### src/rtl/addsub_pipe_pkg.sv
// Shared FIR datapath types for the pipelined adder/subtractor: operation
// encoding, per-stage control bits and the default-width stage layout.
package FirPkg;

  localparam int DATA_WIDTH  = 32;
  localparam int CHUNK_WIDTH = 4;

  typedef enum logic {
    ADD = 1'b0,
    SUB = 1'b1
  } addsub_op_t;

  // Control bits that ride alongside the data through every stage.
  typedef struct packed {
    logic       valid;
    addsub_op_t op;
    logic       sat;
    logic       sgn;
  } addsub_ctrl_t;

  // Full stage record at the package's default width.
  typedef struct packed {
    addsub_ctrl_t            ctrl;
    logic                    carry;
    logic                    c_msb_in;
    logic [DATA_WIDTH-1:0]   a;
    logic [DATA_WIDTH-1:0]   b;
    logic [DATA_WIDTH-1:0]   s;
  } addsub_stage_t;

endpackage

### src/rtl/addsub_pipe_chunk.sv
// One CHUNK_WIDTH-bit ripple slice of the add/sub carry chain. Purely
// combinational; b is inverted here when sub_i is set.
module addsub_chunk #(
  parameter int CHUNK_WIDTH = 4
) (
  input  logic [CHUNK_WIDTH-1:0] a_i,
  input  logic [CHUNK_WIDTH-1:0] b_i,
  input  logic                   sub_i,
  input  logic                   cin_i,
  output logic [CHUNK_WIDTH-1:0] s_o,
  output logic                   cout_o,
  output logic                   c_msb_in_o
);

  logic [CHUNK_WIDTH-1:0] w_bx;
  logic [CHUNK_WIDTH:0]   w_c;

  assign w_bx = b_i ^ {CHUNK_WIDTH{sub_i}};

  always_comb begin
    w_c    = '0;
    w_c[0] = cin_i;
    for (int i = 0; i < CHUNK_WIDTH; i++) begin
      w_c[i+1] = (a_i[i] & w_bx[i]) | (w_c[i] & (a_i[i] ^ w_bx[i]));
    end
  end

  assign s_o        = a_i ^ w_bx ^ w_c[CHUNK_WIDTH-1:0];
  assign cout_o     = w_c[CHUNK_WIDTH];
  assign c_msb_in_o = w_c[CHUNK_WIDTH-1];

endmodule

### src/rtl/addsub_pipe.sv
// Pipelined add/sub: the carry chain is cut into CHUNK_WIDTH slices, one
// registered stage each, followed by a saturation/flag result stage.
module addsub_pipe
  import FirPkg::*;
#(
  parameter int DATA_WIDTH  = FirPkg::DATA_WIDTH,
  parameter int CHUNK_WIDTH = FirPkg::CHUNK_WIDTH
) (
  input  logic                  clk_i,
  input  logic                  rst_i,
  input  logic                  valid_i,
  output logic                  ready_o,
  input  logic [DATA_WIDTH-1:0] a_i,
  input  logic [DATA_WIDTH-1:0] b_i,
  input  addsub_op_t            op_i,
  input  logic                  sat_i,
  input  logic                  signed_i,
  output logic                  valid_o,
  input  logic                  ready_i,
  output logic [DATA_WIDTH-1:0] s_o,
  output logic                  carry_o,
  output logic                  v_o,
  output logic                  z_o,
  output logic                  n_o
);

  localparam int NSTG = DATA_WIDTH / CHUNK_WIDTH;

  typedef struct packed {
    addsub_ctrl_t          ctrl;
    logic                  carry;
    logic                  c_msb_in;
    logic [DATA_WIDTH-1:0] a;
    logic [DATA_WIDTH-1:0] b;
    logic [DATA_WIDTH-1:0] s;
  } stage_t;

  stage_t                             w_in  [NSTG];
  stage_t                             w_out [NSTG];
  stage_t                             r_stg [NSTG];
  logic   [NSTG-1:0][CHUNK_WIDTH-1:0] w_sum;
  logic   [NSTG-1:0]                  w_cout;
  logic   [NSTG-1:0]                  w_cmsb;
  logic                               w_adv;

  logic                  r_valid;
  logic [DATA_WIDTH-1:0] r_s;
  logic                  r_carry;
  logic                  r_v;
  logic                  r_z;
  logic                  r_n;

  // Handshake: one global enable. Every stage shifts (bubbles included) when
  // the output is empty or being taken (adv = ready_i | ~valid_o); otherwise
  // the whole pipe holds. Input transfer = valid_i & ready_o, output transfer
  // = valid_o & ready_i, and ready_o is exactly adv.
  assign w_adv   = ready_i | ~r_valid;
  assign ready_o = w_adv;

  // Stage k's input is the previous stage register; stage 0 takes the ports,
  // with the op bit doubling as the initial carry (a + ~b + 1 for SUB).
  always_comb begin
    w_in[0] = '{ctrl:     '{valid: valid_i, op: op_i, sat: sat_i, sgn: signed_i},
                carry:    (op_i == SUB),
                c_msb_in: 1'b0,
                a:        a_i,
                b:        b_i,
                s:        '0};
    for (int k = 1; k < NSTG; k++) begin
      w_in[k] = r_stg[k-1];
    end
  end

  for (genvar k = 0; k < NSTG; k++) begin : g_chunk
    addsub_chunk #(
      .CHUNK_WIDTH(CHUNK_WIDTH)
    ) u_chunk (
      .a_i       (w_in[k].a[k*CHUNK_WIDTH +: CHUNK_WIDTH]),
      .b_i       (w_in[k].b[k*CHUNK_WIDTH +: CHUNK_WIDTH]),
      .sub_i     (w_in[k].ctrl.op == SUB),
      .cin_i     (w_in[k].carry),
      .s_o       (w_sum[k]),
      .cout_o    (w_cout[k]),
      .c_msb_in_o(w_cmsb[k])
    );
  end

  always_comb begin
    for (int k = 0; k < NSTG; k++) begin
      w_out[k]          = w_in[k];
      w_out[k].carry    = w_cout[k];
      w_out[k].c_msb_in = w_cmsb[k];
      w_out[k].s[k*CHUNK_WIDTH +: CHUNK_WIDTH] = w_sum[k];
    end
  end

  // Only the valid bits need reset; data fields follow whatever shifts in.
  always_ff @(posedge clk_i) begin
    if (rst_i) begin
      for (int k = 0; k < NSTG; k++) begin
        r_stg[k].ctrl.valid <= 1'b0;
      end
    end else if (w_adv) begin
      for (int k = 0; k < NSTG; k++) begin
        r_stg[k] <= w_out[k];
      end
    end
  end

  stage_t                w_last;
  logic [DATA_WIDTH-1:0] w_res;
  logic                  w_v;
  logic                  w_unused;

  assign w_last   = r_stg[NSTG-1];
  assign w_v      = w_last.c_msb_in ^ w_last.carry;
  assign w_unused = ^{w_last.a, w_last.b};

  always_comb begin
    w_res = w_last.s;
    if (w_last.ctrl.sat) begin
      if (w_last.ctrl.sgn) begin
        if (w_v) begin
          // Overflowed sum has the wrong sign: MSB set means positive overflow.
          w_res = w_last.s[DATA_WIDTH-1] ? {1'b0, {(DATA_WIDTH-1){1'b1}}}
                                         : {1'b1, {(DATA_WIDTH-1){1'b0}}};
        end
      end else if ((w_last.ctrl.op == ADD) && w_last.carry) begin
        w_res = '1;
      end else if ((w_last.ctrl.op == SUB) && !w_last.carry) begin
        w_res = '0;
      end
    end
  end

  // Result registers load only on real results so outputs stay 0 after reset.
  always_ff @(posedge clk_i) begin
    if (rst_i) begin
      r_valid <= 1'b0;
      r_s     <= '0;
      r_carry <= 1'b0;
      r_v     <= 1'b0;
      r_z     <= 1'b0;
      r_n     <= 1'b0;
    end else if (w_adv) begin
      r_valid <= w_last.ctrl.valid;
      if (w_last.ctrl.valid) begin
        r_s     <= w_res;
        r_carry <= w_last.carry;
        r_v     <= w_v;
        r_z     <= (w_res == '0);
        r_n     <= w_res[DATA_WIDTH-1];
      end
    end
  end

  assign valid_o = r_valid;
  assign s_o     = r_s;
  assign carry_o = r_carry;
  assign v_o     = r_v;
  assign z_o     = r_z;
  assign n_o     = r_n;

endmodule

### config.mk
export PLATFORM = sky130hd
export DESIGN_NAME = addsub_pipe
export DESIGN_NICKNAME = d
export VERILOG_FILES = /design/src/rtl/addsub_pipe_pkg.sv /design/src/rtl/addsub_pipe_chunk.sv /design/src/rtl/addsub_pipe.sv
export SDC_FILE = /design/constraint.sdc
export NUM_CORES = 1
export LEC_CHECK = 0
export ABC_AREA = 1
export CAP_MARGIN = 20
export CORE_UTILIZATION = 45
export CTS_BUF_LIST = sky130_fd_sc_hd__clkbuf_4 sky130_fd_sc_hd__clkbuf_8
export DETAILED_ROUTE_END_ITERATION = 6
export PLACE_DENSITY = 0.65
export SLEW_MARGIN = 20
export SYNTH_ARGS = -nofsm -noshare
export SYNTH_HDL_FRONTEND = slang
export SYNTH_SLANG_ARGS = --single-unit
export TNS_END_PERCENT = 50
### constraint.sdc
create_clock -name clk_i -period 11.4 [get_ports clk_i]
set_clock_uncertainty 0.2 [all_clocks]
set_input_delay 2.28 -clock clk_i [delete_from_list [all_inputs] [get_ports clk_i]]
set_output_delay 2.28 -clock clk_i [all_outputs]
set_load 0.005 [all_outputs]
==> flow_metrics.py, run 1 <==
metrics = {
    "outcome": {
        "status": "finished, final reports clean",
    },
    "clock_network": {
        "cts-resized-gates": 0,
        "tritoncts": "built",
        "root_buffer": "clkbuf_8",
        "numClockSinks": 445,
        "clkTransAtPathRegs_ps": 60,
        "post_cts_buffers": 0,
        "numCtsBuffers": 70,
        "clock_path_buffers": 3,
        "clkLatencyLatePin_ps": 580,
        "cts.htree.levels": 3,
        "hold_buffers": 0,
    },
    "setup_path": {
        "critPathMaxFanout": 197,
        "crit_path_max_incr_delay_ps": 750,
        "required_ps": 11380,
        "worstPathCellList": "clkdlybuf4s50_1 > inv_1 > nand2_1 > clkinvlp_4 > buf_12 > buf_12",
        "arrival_ps": 6190,
        "path_class": "in2reg",
        "slowest_stage": "buf_12",
        "start_kind": "primary input",
        "crit_top_cell": "buf_12",
        "end_kind": "flop",
    },
    "global_route": {
        "grt_overflow_total": 0,
        "grt_pass1_wl_microns": 32700,
        "grt_pass1_vias": 6861,
        "track_usage_pct": 11.3,
        "grt_start_max_net_pins": 198,
        "antenna_found_initial": 0,
    },
    "final_layout": {
        "fillCellCount": 2790,
        "drive_gt1_share_pct": 11.3,
        "n_antenna_cell": 0,
        "final_common_cell": "edfxtp_1",
        "regArea_sq_mm": 0.0130,
        "multi_input_area_sq_mm": 0.00214,
        "area_growth_pct": 18.8,
        "nNetsFinal": 1185,
        "final_area_sq_mm": 0.0188,
        "mostFrequentLayoutCells": "edfxtp_1 (409), inv_1 (134), clkdlybuf4s50_1 (108), nand2_1 (80), clkbuf_8 (71)",
    },
    "detailed_routing": {
        "num_vias": 7068,
        "wire_per_inst_microns": 12.4,
        "drtIter0Drc": 541,
        "via_per_inst": 4.45,
        "drtPass1Iterations": 4,
        "drc": 0,
        "detail_route.wirelength_microns": 19700,
        "ant_nets": 0,
    },
    "logic_synthesis": {
        "synth_top_area_share_pct": 77.8,
        "synth_top_area_cell": "edfxtp_1",
        "ys_warn_count": 0,
        "ys_types": 30,
        "synth_seq_cells": 445,
        "synthCells": 922,
        "async_flop_share_pct": 0,
        "synth-edff-count": 409,
        "synthTopCellsByArea": "edfxtp_1 (78%), dfxtp_1 (4.6%), fa_1 (3.9%), inv_1 (3.2%), nand2_1 (1.9%)",
        "synth_area_per_cell_sq_um": 17.1,
        "seq_area_frac_synth_pct": 82.4,
        "synth_flop_cell": "edfxtp_1",
        "synthesis.nets": 1024,
        "syn_area_sq_mm": 0.0158,
    },
    "pwr": {
        "ir_drop_uv": 102,
        "p_per_area_mw_per_mm2": 185,
        "p_leak_nw": 7.04,
    },
    "placement": {
        "dp_hpwl_microns": 11500,
        "place_area_sq_mm": 0.0174,
        "portBuffers": 108,
        "gp_congestion": 0.784,
    },
    "floorplan": {
        "rows": 68,
        "fp.dieH_microns": 189,
        "ios": 109,
        "fp.dieArea_sq_mm": 0.0358,
        "core_area_sq_mm": 0.0345,
        "die_x_microns": 189,
        "start_util_pct": 45.7,
    },
    "timing": {
        "fin_crit_sh_pct": 54.5,
        "maxSlewHeadroom_pct": 33.9,
        "tns_ps": 0,
        "worst_pin_slew_ps": 992,
        "drv_slew": 0,
        "timing.fmax_ghz": 0.161,
        "finalSetupViolCount": 0,
        "finalHoldViolations": 0,
        "period_needed_ps": 6210,
        "rsz0062_at_grt": "no",
    },
    "min_path": {
        "hp-class": "reg2reg",
    },
    "flow_run": {
        "cap_violations": 0,
    },
}
-- state kept, by name, indices dropped and copies added (netlist names) --
| name | count |
|---|---|
| carry_o | 1 |
| valid_o | 1 |
| r_stg | 409 |
| s_o | 32 |
| z_o | 1 |
| v_o | 1 |
-- Yosys cell counts (5+ instances only) --
| cell type | number |
|---|---|
| o21ai_0 | 30 |
| nand3_1 | 5 |
| nand2_1 | 80 |
| o211ai_1 | 25 |
| fa_1 | 31 |
| edfxtp_1 | 409 |
| clkbuf_1 | 9 |
| inv_1 | 135 |
| dfxtp_1 | 36 |
| xor2_1 | 16 |
| xnor2_1 | 18 |
| nor2_1 | 59 |
| o21ai_1 | 8 |
| a21oi_1 | 27 |
-- kinds of logic after synthesis --
family	synth area share (%)
flip-flops	82.4
adder cells (fa/ha/maj)	3.93
AND/OR/NAND/NOR	3.99
buffers and inverters	4.11
multiplexers	0.0713
XOR/XNOR	1.89
AO/OA/AOI/OAI	3.65
-- through the flow --
stage                     util [%]  std cells  total power, W  setup WS (ps)  hold WS [ps]
after floorplan                  -        922         0.00212           2040           200
after global placement        50.3       1466         0.00217           4770           201
after detailed placement      50.3       1466         0.00218           4620           205
after CTS                     54.3       1587         0.00352           5230           193
after global routing          54.3       1587         0.00363           4750           198
final                         54.3       1587         0.00346           5190           193
-- worst paths after layout --
| kind | startpoint | endpoint | slack, ps | cells past startpoint |
|---|---|---|---|---|
| max reg2reg | valid_o | r_stg[0][41] | 7920 | 5 |
| min reg2reg | r_stg[1][91] | r_stg[1][193] | 190 | 0 |
| max | rst_i | r_stg[0][41] | 5190 | 6 |
| min | r_stg[1][91] | r_stg[1][193] | 190 | 0 |
-- power by group --
part           switching [W]  internal [W]  total, W
Sequential         0.0000349       0.00193   0.00196
Clock               0.000568      0.000752   0.00132
Combinational       0.000109     0.0000704  0.000180
-- layer usage --
layer  GRT usage (%)  wire, microns  vias to the layer above
met4            5.49            531                        0
met1            15.1           9110                     3285
met5               0              0                        -
li1                -              -                     3536
met2            16.7           8770                      195
met3            3.73           1300                       52
-- critical path, delay by kind of cell --
kind,cells,cell delay (ps)
buf+inv,5,3220
simple gates,1,360
-- layout make-up --
| type | instances | area share, % |
|---|---|---|
| inverter | 140 | 2.85 |
| timing repair buffer | 110 | 5.97 |
| clock buffer | 88 | 5.89 |
| clock inverter | 33 | 1.57 |
| multi-input combinational | 316 | 11.4 |
| sequential | 445 | 69.3 |
| tap | 455 | 3.03 |
(Power assumes the default switching activity.)
==> run 2, diff against run 1 <==
==> constraint.sdc (replaced) <==
create_clock -name clk_i -period 5.3 [get_ports clk_i]
set_clock_uncertainty 0.2 [all_clocks]
set_input_delay 1.06 -clock clk_i [delete_from_list [all_inputs] [get_ports clk_i]]
set_output_delay 1.06 -clock clk_i [all_outputs]
set_load 0.005 [all_outputs]
==> run 2 against run 1 <==
- combinational power rose by 120%
- critical endpoint is now ready_o
- register-to-register slack got worse by 5400 ps
- critical path depth fell by 2
- worst setup slack got worse by 3300 ps
- first-iteration DRC count fell by 32%
- via count fell by 0.30%
- design area rose by 0.33%
- power rose by 110%
- wire length fell by 2.2%
- sequential cell count did not move
- final cell count rose by 0.44%
- clock power rose by 100%
==> flow_metrics.py, run 2 (same netlist as run 1, synthesis figures left out) <==
metrics = {
    "global_route": {
        "antenna_found_initial": 0,
        "grt_start_max_net_pins": 92,
        "track_usage_pct": 11.3,
        "grt_pass1_wl_microns": 32200,
        "grt_overflow_total": 0,
        "grt_pass1_vias": 6795,
    },
    "final_layout": {
        "final_common_cell": "edfxtp_1",
        "top_register": "r_stg",
        "area_growth_pct": 19.2,
        "multi_input_area_sq_mm": 0.00216,
        "regArea_sq_mm": 0.0130,
        "final_cells": 1594,
        "mostFrequentLayoutCells": "edfxtp_1 (409), inv_1 (132), clkdlybuf4s50_1 (108), nand2_1 (78), clkbuf_8 (74)",
        "n_antenna_cell": 0,
        "largest_reg_flops": 409,
        "drive_gt1_share_pct": 12.4,
        "fillCellCount": 2740,
        "nNetsFinal": 1191,
    },
    "outcome": {
        "status": "finished, final reports clean",
    },
    "timing": {
        "timing.fmax_ghz": 0.289,
        "tns_ps": 0,
        "finalSetupViolCount": 0,
        "maxSlewHeadroom_pct": 39.4,
        "fin_ws_ps": 1840,
        "fin_hold_ws_ps": 194,
        "drv_slew": 0,
        "period_needed_ps": 3460,
        "worst_pin_slew_ps": 908,
        "fin_crit_sh_pct": 65.2,
        "rsz0062_at_grt": "no",
        "finalHoldViolations": 0,
    },
    "clock_network": {
        "numClockSinks": 445,
        "clkTransAtPathRegs_ps": 60,
        "root_buffer": "clkbuf_8",
        "cts.htree.levels": 3,
        "tritoncts": "built",
        "numCtsBuffers": 71,
        "cts-resized-gates": 0,
        "clkLatencyLatePin_ps": 580,
        "hold_buffers": 0,
        "clock_path_buffers": 3,
        "post_cts_buffers": 0,
    },
    "placement": {
        "portBuffers": 108,
        "placedCellCount": 1471,
        "dp_hpwl_microns": 11800,
        "gp_congestion": 0.831,
        "preCtsSetupSlack_ps": 1490,
    },
    "floorplan": {
        "start_util_pct": 45.7,
        "fp.dieH_microns": 189,
        "fp.dieArea_sq_mm": 0.0358,
        "ios": 109,
        "core_area_sq_mm": 0.0345,
        "die_x_microns": 189,
        "rows": 68,
    },
    "flow_run": {
        "cap_violations": 0,
    },
    "setup_path": {
        "arrival_ps": 2200,
        "end_kind": "output pin",
        "timing.rr.start": "r_stg[1][202]",
        "critPathMaxFanout": 4,
        "start_kind": "primary input",
        "crit_start": "ready_i",
        "required_ps": 4040,
        "path_class": "in2out",
    },
    "detailed_routing": {
        "num_vias": 7047,
        "wire_per_inst_microns": 12.1,
        "drtIter0Drc": 369,
        "via_per_inst": 4.42,
        "drtPass1Iterations": 5,
        "ant_nets": 0,
        "detail_route.wirelength_microns": 19300,
        "drc": 0,
    },
    "min_path": {
        "min_from": "r_stg[0][213]",
        "hp-class": "reg2reg",
    },
    "pwr": {
        "ir_drop_uv": 287,
        "p_leak_nw": 7.09,
        "p_per_area_mw_per_mm2": 388,
        "p_total_w": 0.00731,
    },
}
-- run 2: changes by cell type in the layout (fill, tap and decap cells not counted), moves of 3 or more --
| cell | change |
|---|---|
| buf_12 | +3 |
| bufinv_16 | -5 |
| clkbuf_4 | +11 |
| clkbuf_8 | +3 |
| clkinv_2 | -4 |
| clkinvlp_4 | -3 |
-- run 2: area by class of cell --
class	count	area share [%]
Clock buffer	102	6.53
Clock inverter	21	0.651
Inverter	140	2.90
Multi-Input combinational cell	316	11.5
Sequential cell	445	69.1
Tap cell	455	3.02
Timing Repair Buffer	115	6.35
-- run 2: critical path: stages --
cell,delay (ps)
clkdlybuf4s50_1,470
inv_2,50
nand2_4,100
clkdlybuf4s50_1,510
-- run 2: final timing paths --
check / to / slack [ps] / cells past startpoint
max reg2reg: r_stg[1][231] / 2480 / 8
min: r_stg[0][315] / 190 / 0
min reg2reg: r_stg[0][315] / 190 / 0
max: ready_o / 1840 / 4
-- run 2: layer usage --
layer,GRT usage [%],wire length [microns],up-vias
met4,5.52,476,0
met2,16.5,8750,184
met3,3.76,1140,44
met1,15.1,8900,3266
li1,-,-,3553
met5,0,0,-
-- run 2: power breakdown --
group	internal, W	switching [W]
Sequential	0.00414	0.0000739
Clock	0.00150	0.00120
Combinational	0.000158	0.000236
-- run 2: through the flow --
stage / util, % / area [sq um]
after global placement: 50.6 / 17500
after global routing: 54.5 / 18800
after CTS: 54.5 / 18800
after detailed placement: 50.6 / 17500
after floorplan: - / 15800
final: 54.5 / 18800
